[config.mk]
export PLATFORM = sky130hd
export DESIGN_NAME = instr_fetch
export DESIGN_NICKNAME = d
export VERILOG_FILES = /design/src/rtl/riscv_pkg.sv /design/src/rtl/fetch_buf.sv /design/src/rtl/instr_fetch.sv
export SDC_FILE = /design/constraint.sdc
export NUM_CORES = 1
export LEC_CHECK = 0
export CAP_MARGIN = 20
export CELL_PAD_IN_SITES_DETAIL_PLACEMENT = 0
export CELL_PAD_IN_SITES_GLOBAL_PLACEMENT = 1
export CORE_MARGIN = 3
export CORE_UTILIZATION = 41
export DETAILED_ROUTE_END_ITERATION = 8
export PLACE_DENSITY_LB_ADDON = 0.15
export SYNTH_ARGS = -nofsm -noshare
export SYNTH_HDL_FRONTEND = slang
export SYNTH_HIERARCHICAL = 1
export SYNTH_SLANG_ARGS = --single-unit
[constraint.sdc]
create_clock -name clk -period 7.35 [get_ports clk]
set_input_delay 1.1025 -clock clk [delete_from_list [all_inputs] [get_ports clk]]
set_output_delay 1.1025 -clock clk [all_outputs]
set_load 0.005 [all_outputs]
[src/rtl/riscv_pkg.sv]
// Shared RISC-V fetch definitions: opcode constants, data width and the
// fetch FSM state encoding used by instr_fetch.
package riscv_pkg;

   localparam int XLEN = 32;

   localparam logic [6:0] OPC_R    = 7'b0110011;
   localparam logic [6:0] OPC_I    = 7'b0010011;
   localparam logic [6:0] OPC_LUI  = 7'b0110111;
   localparam logic [6:0] OPC_LW   = 7'b0000011;
   localparam logic [6:0] OPC_SW   = 7'b0100011;
   localparam logic [6:0] OPC_BR   = 7'b1100011;
   localparam logic [6:0] OPC_HALT = 7'b0000000;

   typedef enum logic [1:0] {
      ST_REQ    = 2'd0,
      ST_WAIT   = 2'd1,
      ST_HALTED = 2'd2
   } fetch_state_e;

   function automatic logic is_halt(input logic [XLEN-1:0] instr);
      return instr[6:0] == OPC_HALT;
   endfunction

endpackage

[src/rtl/fetch_buf.sv]
// Instruction buffer: power-of-two deep FIFO of {pc, instr} pairs with
// synchronous flush. Push while full is accepted when a pop happens in the
// same cycle. Storage is not reset; only the pointers are.
module fetch_buf
   import riscv_pkg::*;
#(
   parameter int DEPTH = 2
) (
   input  logic            clk,
   input  logic            reset,
   input  logic            flush,
   input  logic            push,
   input  logic [XLEN-1:0] push_pc,
   input  logic [XLEN-1:0] push_instr,
   input  logic            pop,
   output logic [XLEN-1:0] head_pc,
   output logic [XLEN-1:0] head_instr,
   output logic            full,
   output logic            empty
);

   localparam int AW = $clog2(DEPTH);
   localparam logic [AW:0] PTR_ONE = (AW+1)'(1);

   logic [AW:0]     wr_ptr_q, wr_ptr_d;
   logic [AW:0]     rd_ptr_q, rd_ptr_d;
   logic [XLEN-1:0] pc_mem_q    [DEPTH];
   logic [XLEN-1:0] instr_mem_q [DEPTH];
   logic            do_push, do_pop;

   // Occupancy flags, accepted push/pop and next pointer values
   always_comb begin
      empty    = (wr_ptr_q == rd_ptr_q);
      full     = (wr_ptr_q[AW] != rd_ptr_q[AW]) &&
                 (wr_ptr_q[AW-1:0] == rd_ptr_q[AW-1:0]);
      do_pop   = pop && !empty;
      do_push  = push && (!full || do_pop) && !flush;
      wr_ptr_d = wr_ptr_q;
      rd_ptr_d = rd_ptr_q;
      if (flush) begin
         wr_ptr_d = '0;
         rd_ptr_d = '0;
      end else begin
         if (do_push) wr_ptr_d = wr_ptr_q + PTR_ONE;
         if (do_pop)  rd_ptr_d = rd_ptr_q + PTR_ONE;
      end
      head_pc    = pc_mem_q[rd_ptr_q[AW-1:0]];
      head_instr = instr_mem_q[rd_ptr_q[AW-1:0]];
   end

   // Pointer registers
   always_ff @(posedge clk or negedge reset) begin
      if (!reset) begin
         wr_ptr_q <= '0;
         rd_ptr_q <= '0;
      end else begin
         wr_ptr_q <= wr_ptr_d;
         rd_ptr_q <= rd_ptr_d;
      end
   end

   // Entry storage, written at the tail on an accepted push
   always_ff @(posedge clk) begin
      if (do_push) begin
         pc_mem_q[wr_ptr_q[AW-1:0]]    <= push_pc;
         instr_mem_q[wr_ptr_q[AW-1:0]] <= push_instr;
      end
   end

endmodule

[src/rtl/instr_fetch.sv]
// Instruction fetch unit: one outstanding memory request, in-order responses
// buffered in fetch_buf, redirect flushes and drops any in-flight response.
// Optional halt detection is enabled by defining FETCH_HALT_DETECT_EN.
module instr_fetch
   import riscv_pkg::*;
#(
   parameter logic [31:0] RESET_PC  = 32'h0000_0000,
   parameter int          BUF_DEPTH = 2
) (
   input  logic        clk,
   input  logic        reset,
   output logic        imem_req_valid,
   input  logic        imem_req_ready,
   output logic [31:0] imem_req_addr,
   input  logic        imem_rsp_valid,
   input  logic [31:0] imem_rsp_data,
   output logic        id_valid,
   input  logic        id_ready,
   output logic [31:0] id_instr,
   output logic [31:0] id_pc,
   input  logic        redirect,
   input  logic [31:0] redirect_pc,
   output logic        halted
);

   fetch_state_e state_q, state_d;
   logic [31:0]  pc_q, pc_d;
   logic         drop_q, drop_d;
   logic         live_q, live_d;

   logic         buf_full, buf_empty;
   logic [31:0]  head_pc, head_instr;
   logic         req_fire, rsp_take, push, pop, halt_hit;

   fetch_buf #(.DEPTH(BUF_DEPTH)) u_buf (
      .clk        (clk),
      .reset      (reset),
      .flush      (redirect),
      .push       (push),
      .push_pc    (pc_q - 32'd4),
      .push_instr (imem_rsp_data),
      .pop        (pop),
      .head_pc    (head_pc),
      .head_instr (head_instr),
      .full       (buf_full),
      .empty      (buf_empty)
   );

   // Handshakes and outputs; live_q holds requests off for the first cycle after reset
   always_comb begin
      imem_req_valid = live_q && (state_q == ST_REQ) && !drop_q && !buf_full;
      imem_req_addr  = pc_q;
      req_fire       = imem_req_valid && imem_req_ready;
      rsp_take       = (state_q == ST_WAIT) && imem_rsp_valid;
      push           = rsp_take && !redirect;
      id_valid       = !buf_empty;
      pop            = id_valid && id_ready && !redirect;
      id_instr       = buf_empty ? 32'h0 : head_instr;
      id_pc          = buf_empty ? 32'h0 : head_pc;
`ifdef FETCH_HALT_DETECT_EN
      halt_hit       = push && is_halt(imem_rsp_data);
      halted         = (state_q == ST_HALTED) && buf_empty;
`else
      halt_hit       = 1'b0;
      halted         = 1'b0;
`endif
   end

   // Next-state logic; redirect overrides response, halt and request progress
   always_comb begin
      state_d = state_q;
      pc_d    = pc_q;
      drop_d  = drop_q;
      live_d  = 1'b1;
      if (redirect) begin
         state_d = ST_REQ;
         pc_d    = redirect_pc & ~32'h3;
         // A response is still owed if one was outstanding and has not just
         // arrived, or if a request is being accepted on this very edge.
         drop_d  = (((state_q == ST_WAIT) || drop_q) && !imem_rsp_valid) || req_fire;
      end else begin
         case (state_q)
            ST_REQ: begin
               if (drop_q && imem_rsp_valid) drop_d = 1'b0;
               if (req_fire) begin
                  state_d = ST_WAIT;
                  pc_d    = pc_q + 32'd4;
               end
            end
            ST_WAIT: begin
               if (imem_rsp_valid) state_d = halt_hit ? ST_HALTED : ST_REQ;
            end
            ST_HALTED: state_d = ST_HALTED;
            default:   state_d = ST_REQ;
         endcase
      end
   end

   // FSM and fetch-control registers
   always_ff @(posedge clk or negedge reset) begin
      if (!reset) begin
         state_q <= ST_REQ;
         pc_q    <= RESET_PC;
         drop_q  <= 1'b0;
         live_q  <= 1'b0;
      end else begin
         state_q <= state_d;
         pc_q    <= pc_d;
         drop_q  <= drop_d;
         live_q  <= live_d;
      end
   end

endmodule

==> results of run 1 <==
==> worst max-delay path, stage by stage, from the launching register on <==
cell and delay (ns):
dfrtp_4 1.11, xor2_1 0.25, nor2_4 0.12, buf_4 0.58
nor2b_1 0.17, clkdlybuf4s50_1 0.48
==> registers in the layout, indices dropped and copies added, names as in the netlist <==
name / count
drop_q: 1
state_q: 2
u_buf/instr_mem_q: 64
u_buf/wr_ptr_q: 2
u_buf/rd_ptr_q: 2
imem_req_addr: 30
u_buf/pc_mem_q: 64
live_q: 1
==> cells in the final DEF (no fill, tap or decap), types with 3 or more instances in the layout <==
cell / Yosys / layout
clkbuf_16: 0 / 17
and2_1: 3 / 3
o21ai_0: 23 / 23
clkinvlp_4: 0 / 3
conb_1: 2 / 8
nor2_1: 33 / 32
o31ai_1: 13 / 13
nand2b_1: 3 / 3
xor2_1: 14 / 14
dfrtp_1: 38 / 37
a21oi_1: 5 / 5
clkinv_4: 0 / 4
edfxtp_1: 128 / 128
nand3_1: 18 / 18
mux2_2: 64 / 64
clkdlybuf4s50_1: 0 / 162
a31oi_1: 18 / 18
nand4_1: 10 / 10
nand2_1: 27 / 27
buf_4: 5 / 5
nand4b_1: 4 / 4
nor4_1: 7 / 7
or4_1: 21 / 21
or3_1: 11 / 11
and4_1: 4 / 4
nor3_1: 7 / 7
clkinv_1: 1 / 4
nor2b_1: 69 / 69
xnor2_1: 19 / 19
inv_1: 7 / 7
==> metrics by stage <==
step                      util, %  total power, W  hold slack [ns]
after floorplan                 -         0.00118            0.467
after global placement       51.7         0.00129            0.499
after detailed placement     51.8         0.00129            0.517
after CTS                    54.6         0.00210            0.528
after global routing         54.6         0.00217            0.554
final                        54.6         0.00208            0.533
==> logic make-up (layout without fill, tap and decap cells) <==
group,count (synthesis),count (layout),share of synthesized area (%)
mux,64,64,9.02
buf+inv,60,210,3.67
compound gates,71,71,5.69
fa+ha+maj,2,2,0.313
flops,166,166,60.0
simple gates,235,235,17.4
other cells,2,8,0.0940
xor+xnor,34,34,3.82
==> how the worst max path moves through the flow <==
stage	startpoint	endpoint	slack, ns	depth (start not counted)
2_1_floorplan	redirect	u_buf/instr_mem_q[1][0]$_DFFE_PP_	2.02	6
3_3_place_gp	redirect	u_buf/pc_mem_q[1][27]$_DFFE_PP_	2.62	6
3_5_place_dp	redirect	u_buf/pc_mem_q[1][30]$_DFFE_PP_	2.95	6
4_1_cts	u_buf/rd_ptr_q[0]$_DFFE_PN0P_	id_pc[16]	2.99	5
5_1_grt	u_buf/rd_ptr_q[0]$_DFFE_PN0P_	id_pc[15]	2.81	5
6_report	u_buf/rd_ptr_q[0]$_DFFE_PN0P_	id_pc[16]	3.08	5
==> metal layers <==
layer / up-vias / global-route usage, % / share of wire (%)
li1: 2623 / - / -
met3: 15 / 4.67 / 5.2
met4: 0 / 4.32 / 0.86
met5: - / 0 / 0
met1: 2669 / 23.3 / 45
met2: 142 / 30.3 / 49
==> report_power, final <==
group	total, W	leakage, nW	switching (W)	internal, W
Sequential	0.00108	1.60	0.0000435	0.00104
Combinational	0.000190	1.53	0.0000828	0.000107
Clock	0.000805	0.251	0.000371	0.000434
Total	0.00208	3.39	0.000497	0.00158
==> area by class of cell <==
type | count | area (um2) | area share, %
Clock buffer | 18 | 429 | 4.16
Clock inverter | 14 | 103 | 0.994
Inverter | 8 | 30.0 | 0.291
Multi-Input combinational cell | 414 | 2950 | 28.6
Sequential cell | 166 | 4800 | 46.5
Tap cell | 260 | 325 | 3.15
Timing Repair Buffer | 170 | 1680 | 16.3
==> results.json, run 1 <==
{
  "synth.most_common_cell": "edfxtp_1",
  "timing.max_cap.violations": 0,
  "synth_edf_count": 128,
  "cts_tree": "built",
  "ctsHoldBuffers": 0,
  "place_worst_setup_slack_ns": 2.95,
  "totalWireLength_um": 18600,
  "synth.distinct_cells": 56,
  "start_util_pct": 42.3,
  "num_rows": 50,
  "drive_gt1_share_pct": 14.2,
  "skew_ns": 0.00911,
  "required_ns": 6.25,
  "period_needed_ns": 4.27,
  "r2r_slack_ns": 3.17,
  "power.leakage_nw": 3.39,
  "crit_path_start_kind": "flip-flop",
  "hold_start": "state_q[0]$_DFFE_PN0P_",
  "final_cells": 1050,
  "rsz0062_at_grt": "false",
  "antenna_found_initial": 0,
  "gp_congestion": 0.820,
  "dr_total_vias": 5449,
  "dp_cells": 1018,
  "vias_per_cell": 5.19,
  "worst_setup_path_end_kind": "output port",
  "grt-ovfl-total": 0,
  "netlist_instances": 634,
  "grt_pass1_vias": 5706,
  "final_net_count": 849,
  "grt_pass1_wl_um": 30600,
  "drc": 0,
  "synth_top_cell_by_area": "edfxtp_1",
  "path_clk_slew_ns": 0.07,
  "io_buffers": 163,
  "nFillCells": 1629,
  "cts-htree-levels": 4,
  "postLayoutSetupSlackWorst_ns": 3.08,
  "hold_viol_final": 0,
  "first_pass_iters": 4,
  "power_density_mw_per_mm2": 201,
  "yosysTopAreaCellShare_pct": 48.1,
  "clock_sinks": 166,
  "critPathMaxFanout": 73,
  "final_cell_area_mm2": 0.0103,
  "hpwl_um": 12300,
  "die_area_mm2": 0.0212,
  "fmax_mhz": 234,
  "die_h_um": 146,
  "r2r-start": "u_buf/rd_ptr_q[0]$_DFFE_PN0P_",
  "worstMarginPinSlew_ns": 1.04,
  "drv_slew": 0,
  "setup_viol": 0,
  "clk_latency_ns": 0.42,
  "ff2ff_path_depth": 8,
  "period_share_pct": 58.2,
  "ys.warnings.count": 6,
  "ys_top_cells_by_area": "edfxtp_1, dfrtp_1, mux2_2, nor2b_1, xnor2_1",
  "placed_area_mm2": 0.00979,
  "die_x_um": 146,
  "hp-class": "reg -> reg",
  "root_buffer": "clkbuf_16",
  "postCtsSetupBuffers": 0,
  "synth_area_per_cell_um2": 12.6,
  "ioPinCount": 169,
  "cts_made_buffers": 17,
  "groute.usage.overall_pct": 17.9,
  "vdd_drop_max_mv": 0.166,
  "reg2reg_to": "u_buf/pc_mem_q[1][24]$_DFFE_PP_",
  "critPathKind": "reg -> out",
  "diodes": 0,
  "grt_max_degree": 74,
  "async_reset_ff_share_pct": 22.9,
  "antenna_left": 0,
  "max-slew-margin-rel_pct": 30.8,
  "synth_ff_type": "edfxtp_1",
  "wire_per_inst_um": 17.7,
  "drt_iter0_markers": 226,
  "area_delta_synth_final_pct": 29.2,
  "postCtsResizedCells": 0,
  "crit_arrival_ns": 3.17,
  "outcome": "complete, no violations",
  "holdPathEnd": "state_q[1]$_DFFE_PN0P_",
  "min_path_cells": 1,
  "synth_top_cells_by_count": "edfxtp_1, nor2b_1, mux2_2",
  "cts_buffer_depth": 2,
  "ys_ff_latch": 166,
  "seq_area_frac_synth_pct": 60.0,
  "fin_setup_tns_ns": 0,
  "synthesis.area_mm2": 0.00799,
  "core_mm2": 0.0189
}
(Power assumes the default switching activity.)
==> run 2: changes to the inputs <==
Clock period 7.35 ns to 4.35 ns, I/O delays scaled along.
==> results.json, run 2 (synthesized netlist as in run 1, its figures left out) <==
{
  "worst_setup_path_end_kind": "output port",
  "vdd_drop_max_mv": 0.244,
  "critPathMaxFanout": 44,
  "period_share_pct": 77.0,
  "nFillCells": 1637,
  "groute.usage.overall_pct": 17.9,
  "cts-htree-levels": 4,
  "critPathKind": "reg -> out",
  "final_cells": 1050,
  "period_needed_ns": 3.35,
  "cts_tree": "built",
  "skew_ns": 0.00862,
  "grt_max_degree": 73,
  "ioPinCount": 169,
  "r2r_slack_ns": 1.13,
  "grt-ovfl-total": 0,
  "hpwl_um": 12500,
  "wire_per_inst_um": 18.0,
  "totalWireLength_um": 18900,
  "worstMarginPinSlew_ns": 1.02,
  "ff2ff_path_depth": 6,
  "fin_setup_tns_ns": 0,
  "diodes": 0,
  "io_buffers": 163,
  "die_x_um": 146,
  "start_util_pct": 42.3,
  "path_clk_slew_ns": 0.07,
  "dr_total_vias": 5554,
  "timing.max_cap.violations": 0,
  "root_buffer": "clkbuf_16",
  "postLayoutSetupSlackWorst_ns": 1.00,
  "final_cell_mix": "clkdlybuf4s50_1, edfxtp_1, nor2b_1",
  "rsz0062_at_grt": "false",
  "first_pass_iters": 5,
  "cts_made_buffers": 17,
  "die_h_um": 146,
  "clock_sinks": 166,
  "core_mm2": 0.0189,
  "crit_arrival_ns": 2.70,
  "grt_pass1_wl_um": 30700,
  "power_density_mw_per_mm2": 346,
  "dp_cells": 1019,
  "hp-class": "in -> async",
  "drv_slew": 0,
  "ctsHoldBuffers": 0,
  "gp_congestion": 0.812,
  "mostFrequentLayoutCell": "clkdlybuf4s50_1",
  "crit_path_start_kind": "flip-flop",
  "fmax_mhz": 298,
  "cts_buffer_depth": 2,
  "antenna_found_initial": 0,
  "grt_pass1_vias": 5746,
  "postCtsResizedCells": 0,
  "vias_per_cell": 5.29,
  "clk_latency_ns": 0.41,
  "place_worst_setup_slack_ns": 1.14,
  "r2r-start": "u_buf/rd_ptr_q[1]$_DFFE_PN0P_",
  "drt_iter0_markers": 311,
  "die_area_mm2": 0.0212,
  "final_net_count": 850,
  "area_delta_synth_final_pct": 29.5,
  "required_ns": 3.70,
  "max-slew-margin-rel_pct": 31.8,
  "num_rows": 50,
  "drive_gt1_share_pct": 14.3,
  "antenna_left": 0,
  "power.leakage_nw": 3.40,
  "postCtsSetupBuffers": 0,
  "startpoint": "u_buf/rd_ptr_q[1]$_DFFE_PN0P_",
  "setup_viol": 0,
  "timing.hold.ws_ns": 0.373,
  "drc": 0,
  "reg2reg_to": "imem_req_addr[29]$_DFFE_PN0P_",
  "hold_viol_final": 0,
  "outcome": "complete, no violations"
}
run 2: changes by cell type in the layout (fill, tap and decap cells not counted), sizes merged:
| cell | before | now |
|---|---|---|
| buf | 8 | 9 |
| bufinv | 0 | 1 |
| clkinv | 9 | 6 |
| inv | 10 | 11 |
run 2: metal layers:
metal / wire [um] / vias to the layer above / track usage [%]
met5: 0 / - / 0
met4: 210 / 0 / 5.22
met3: 1040 / 18 / 3.77
met2: 9360 / 174 / 30.1
met1: 8320 / 2744 / 23.6
li1: - / 2618 / -
run 2: final cells by class:
class	count	area [um2]	area share, %
flip-flops and latches	166	4800	46.4
multi-input cells	414	2950	28.5
repair buffers	171	1680	16.3
clock buffers	18	429	4.15
well taps	260	325	3.15
clock inverters	13	124	1.20
inverters	8	30.0	0.290
run 2: critical path, cell delays in order, from the launching register on:
cell             delay, ns
dfrtp_1               0.44
xor2_1                0.24
nor2_4                0.46
buf_4                 0.51
nor2b_1               0.10
clkdlybuf4s50_1       0.51
run 2: worst max path at each step:
stage	endpoint	slack (ns)	cells past startpoint
2_1_floorplan	u_buf/instr_mem_q[1][0]$_DFFE_PP_	0.42	6
3_3_place_gp	u_buf/pc_mem_q[1][27]$_DFFE_PP_	1.21	5
3_5_place_dp	imem_req_addr[21]$_DFFE_PN0P_	1.14	5
4_1_cts	id_pc[16]	0.92	5
5_1_grt	imem_req_addr[29]$_DFFE_PN0P_	0.78	6
6_report	id_pc[16]	1.0	5
run 2: power by group:
part | leakage, nW | total (W) | internal [W] | switching [W]
logic | 1.54 | 0.000323 | 0.000180 | 0.000142
clock network | 0.260 | 0.00143 | 0.000793 | 0.000632
registers | 1.60 | 0.00183 | 0.00176 | 0.0000754
run 2: stage by stage:
| step | instance area (um2) | utilization [%] | power [W] |
|---|---|---|---|
| 2_1_floorplan | 8020 | - | 0.00199 |
| 3_3_place_gp | 9790 | 51.8 | 0.00218 |
| 3_5_place_dp | 9790 | 51.8 | 0.00219 |
| 4_1_cts | 10300 | 54.7 | 0.00362 |
| 5_1_grt | 10300 | 54.7 | 0.00372 |
| 6_report | 10300 | 54.7 | 0.00358 |
==> run 3: changes to the inputs <==
Settings changed: CORE_UTILIZATION 41 to 37.
Clock period 4.35 ns to 2.7 ns, I/O delays scaled along.
==> results.json, run 3 (synthesized netlist as in run 1, its figures left out) <==
{
  "clock_sinks": 166,
  "clk_latency_ns": 0.42,
  "ioPinCount": 169,
  "final_cell_mix": "clkdlybuf4s50_1, edfxtp_1, nor2b_1",
  "cts-htree-levels": 4,
  "period_share_pct": 97.6,
  "io_buffers": 163,
  "drc": 0,
  "rsz0062_at_grt": "true",
  "postLayoutSetupSlackWorst_ns": 0.0656,
  "vias_per_cell": 5.12,
  "grt-ovfl-total": 0,
  "skew_ns": 0.00994,
  "first_pass_iters": 4,
  "ff2ff_path_depth": 4,
  "crit_arrival_ns": 2.23,
  "comb_power_share_pct": 10.9,
  "antenna_left": 0,
  "cts_buffer_depth": 2,
  "grt_pass1_wl_um": 31600,
  "outcome": "complete, no violations",
  "power.internal_w": 0.00435,
  "grt_max_degree": 73,
  "dr_total_vias": 5663,
  "gp_congestion": 0.869,
  "setup_viol": 0,
  "fmax_mhz": 380,
  "dp_cells": 1067,
  "swShare_pct": 23.9,
  "die_x_um": 153,
  "period_needed_ns": 2.63,
  "max-slew-margin-rel_pct": 55.3,
  "hpwl_um": 13600,
  "hold_viol_final": 0,
  "pwr-share-seq_pct": 50.9,
  "totalWireLength_um": 20200,
  "power_density_mw_per_mm2": 529,
  "core_mm2": 0.0211,
  "timing.max_cap.violations": 0,
  "die_h_um": 153,
  "final_cells": 1105,
  "drive_gt1_share_pct": 19.3,
  "num_rows": 53,
  "groute.usage.overall_pct": 16.9,
  "area_delta_synth_final_pct": 35.4,
  "place_worst_setup_slack_ns": 0.254,
  "vdd_drop_max_mv": 0.388,
  "worstMarginPinSlew_ns": 0.671,
  "power.leakage_nw": 3.79,
  "mostFrequentLayoutCell": "clkdlybuf4s50_1",
  "die_area_mm2": 0.0234,
  "p_clk_share_pct": 38.2,
  "diodes": 0,
  "critPathMaxFanout": 36,
  "required_ns": 2.30,
  "drt_iter0_markers": 259,
  "drv_slew": 0,
  "path_clk_slew_ns": 0.07,
  "switching_power_w": 0.00137,
  "critPathKind": "reg -> out",
  "worst_setup_path_end_kind": "output port",
  "grt_pass1_vias": 5823,
  "cts_made_buffers": 17,
  "cts_tree": "built",
  "antenna_found_initial": 0,
  "hp-class": "in -> async",
  "wire_per_inst_um": 18.2,
  "crit_path_start_kind": "flip-flop",
  "root_buffer": "clkbuf_16",
  "final_net_count": 889,
  "start_util_pct": 37.9
}
run 3: power by group through the flow:
stage / clock, W / sequential, W / combinational (W)
global placement: 0 / 0.00296 / 0.000606
CTS: 0.00225 / 0.00291 / 0.000623
detailed placement: 0 / 0.00296 / 0.000619
finish: 0.00219 / 0.00291 / 0.000621
global route: 0.00237 / 0.00292 / 0.000680
floorplan: 0 / 0.00294 / 0.000275
run 3: final cells by class:
class	count	area (um2)
fill	1851	10300
tap	275	344
clock buffer	19	433
timing repair buffer	210	2120
sequential	166	4800
inverter	8	30.0
clock inverter	13	98.8
multi-input combinational	414	2990
run 3: path summary, 6_finish.rpt:
check | from | endpoint | slack [ns]
worst max-delay path | u_buf/rd_ptr_q[0]$_DFFE_PN0P_ | id_instr[30] | 0.07
worst min register to register | state_q[0]$_DFFE_PN0P_ | state_q[1]$_DFFE_PN0P_ | 0.52
worst min-delay path | reset | imem_req_addr[5]$_DFFE_PN0P_ | 0.01
max in group asynchronous | reset | imem_req_addr[23]$_DFFE_PN0P_ | 2.05
worst max register to register | imem_req_addr[10]$_DFFE_PN0P_ | imem_req_addr[30]$_DFFE_PN0P_ | 0.30
min in group clk | state_q[0]$_DFFE_PN0P_ | state_q[1]$_DFFE_PN0P_ | 0.52
run 3: through the flow:
stage	cell area, um2	total power, W	setup TNS (ns)	hold slack [ns]	util [%]
finish	10800	0.00572	0	0.0136	51.3
global route	10800	0.00597	-0.0217	0.0479	51.3
CTS	10700	0.00579	0	0.0231	50.6
detailed placement	10100	0.00358	0	0.486	48.0
global placement	10100	0.00357	0	0.474	48.0
floorplan	8050	0.00321	-60.11	0.109	-
run 3: timing repair:
action	CTS	global route
setup buffers	0	3
setup endpoints to repair	1	55
endpoints found under the hold margin	0	0
cloned	0	3
hold buffers	0	0
gates resized for setup	1	15
run 3: metal layers:
| metal | track usage, % | routed length, um | vias up |
|---|---|---|---|
| li1 | - | - | 2693 |
| met1 | 22.8 | 9390 | 2792 |
| met2 | 27.7 | 9570 | 168 |
| met3 | 4.16 | 1040 | 10 |
| met4 | 4.07 | 154 | 0 |
| met5 | 0 | 0 | - |
run 3: critical path, cell delays in order (launching register included):
cell and delay, ns:
dfrtp_4 0.49, buf_4 0.17, clkbuf_16 0.22, mux2_2 0.25, nor2b_1 0.14, clkdlybuf4s50_1 0.52
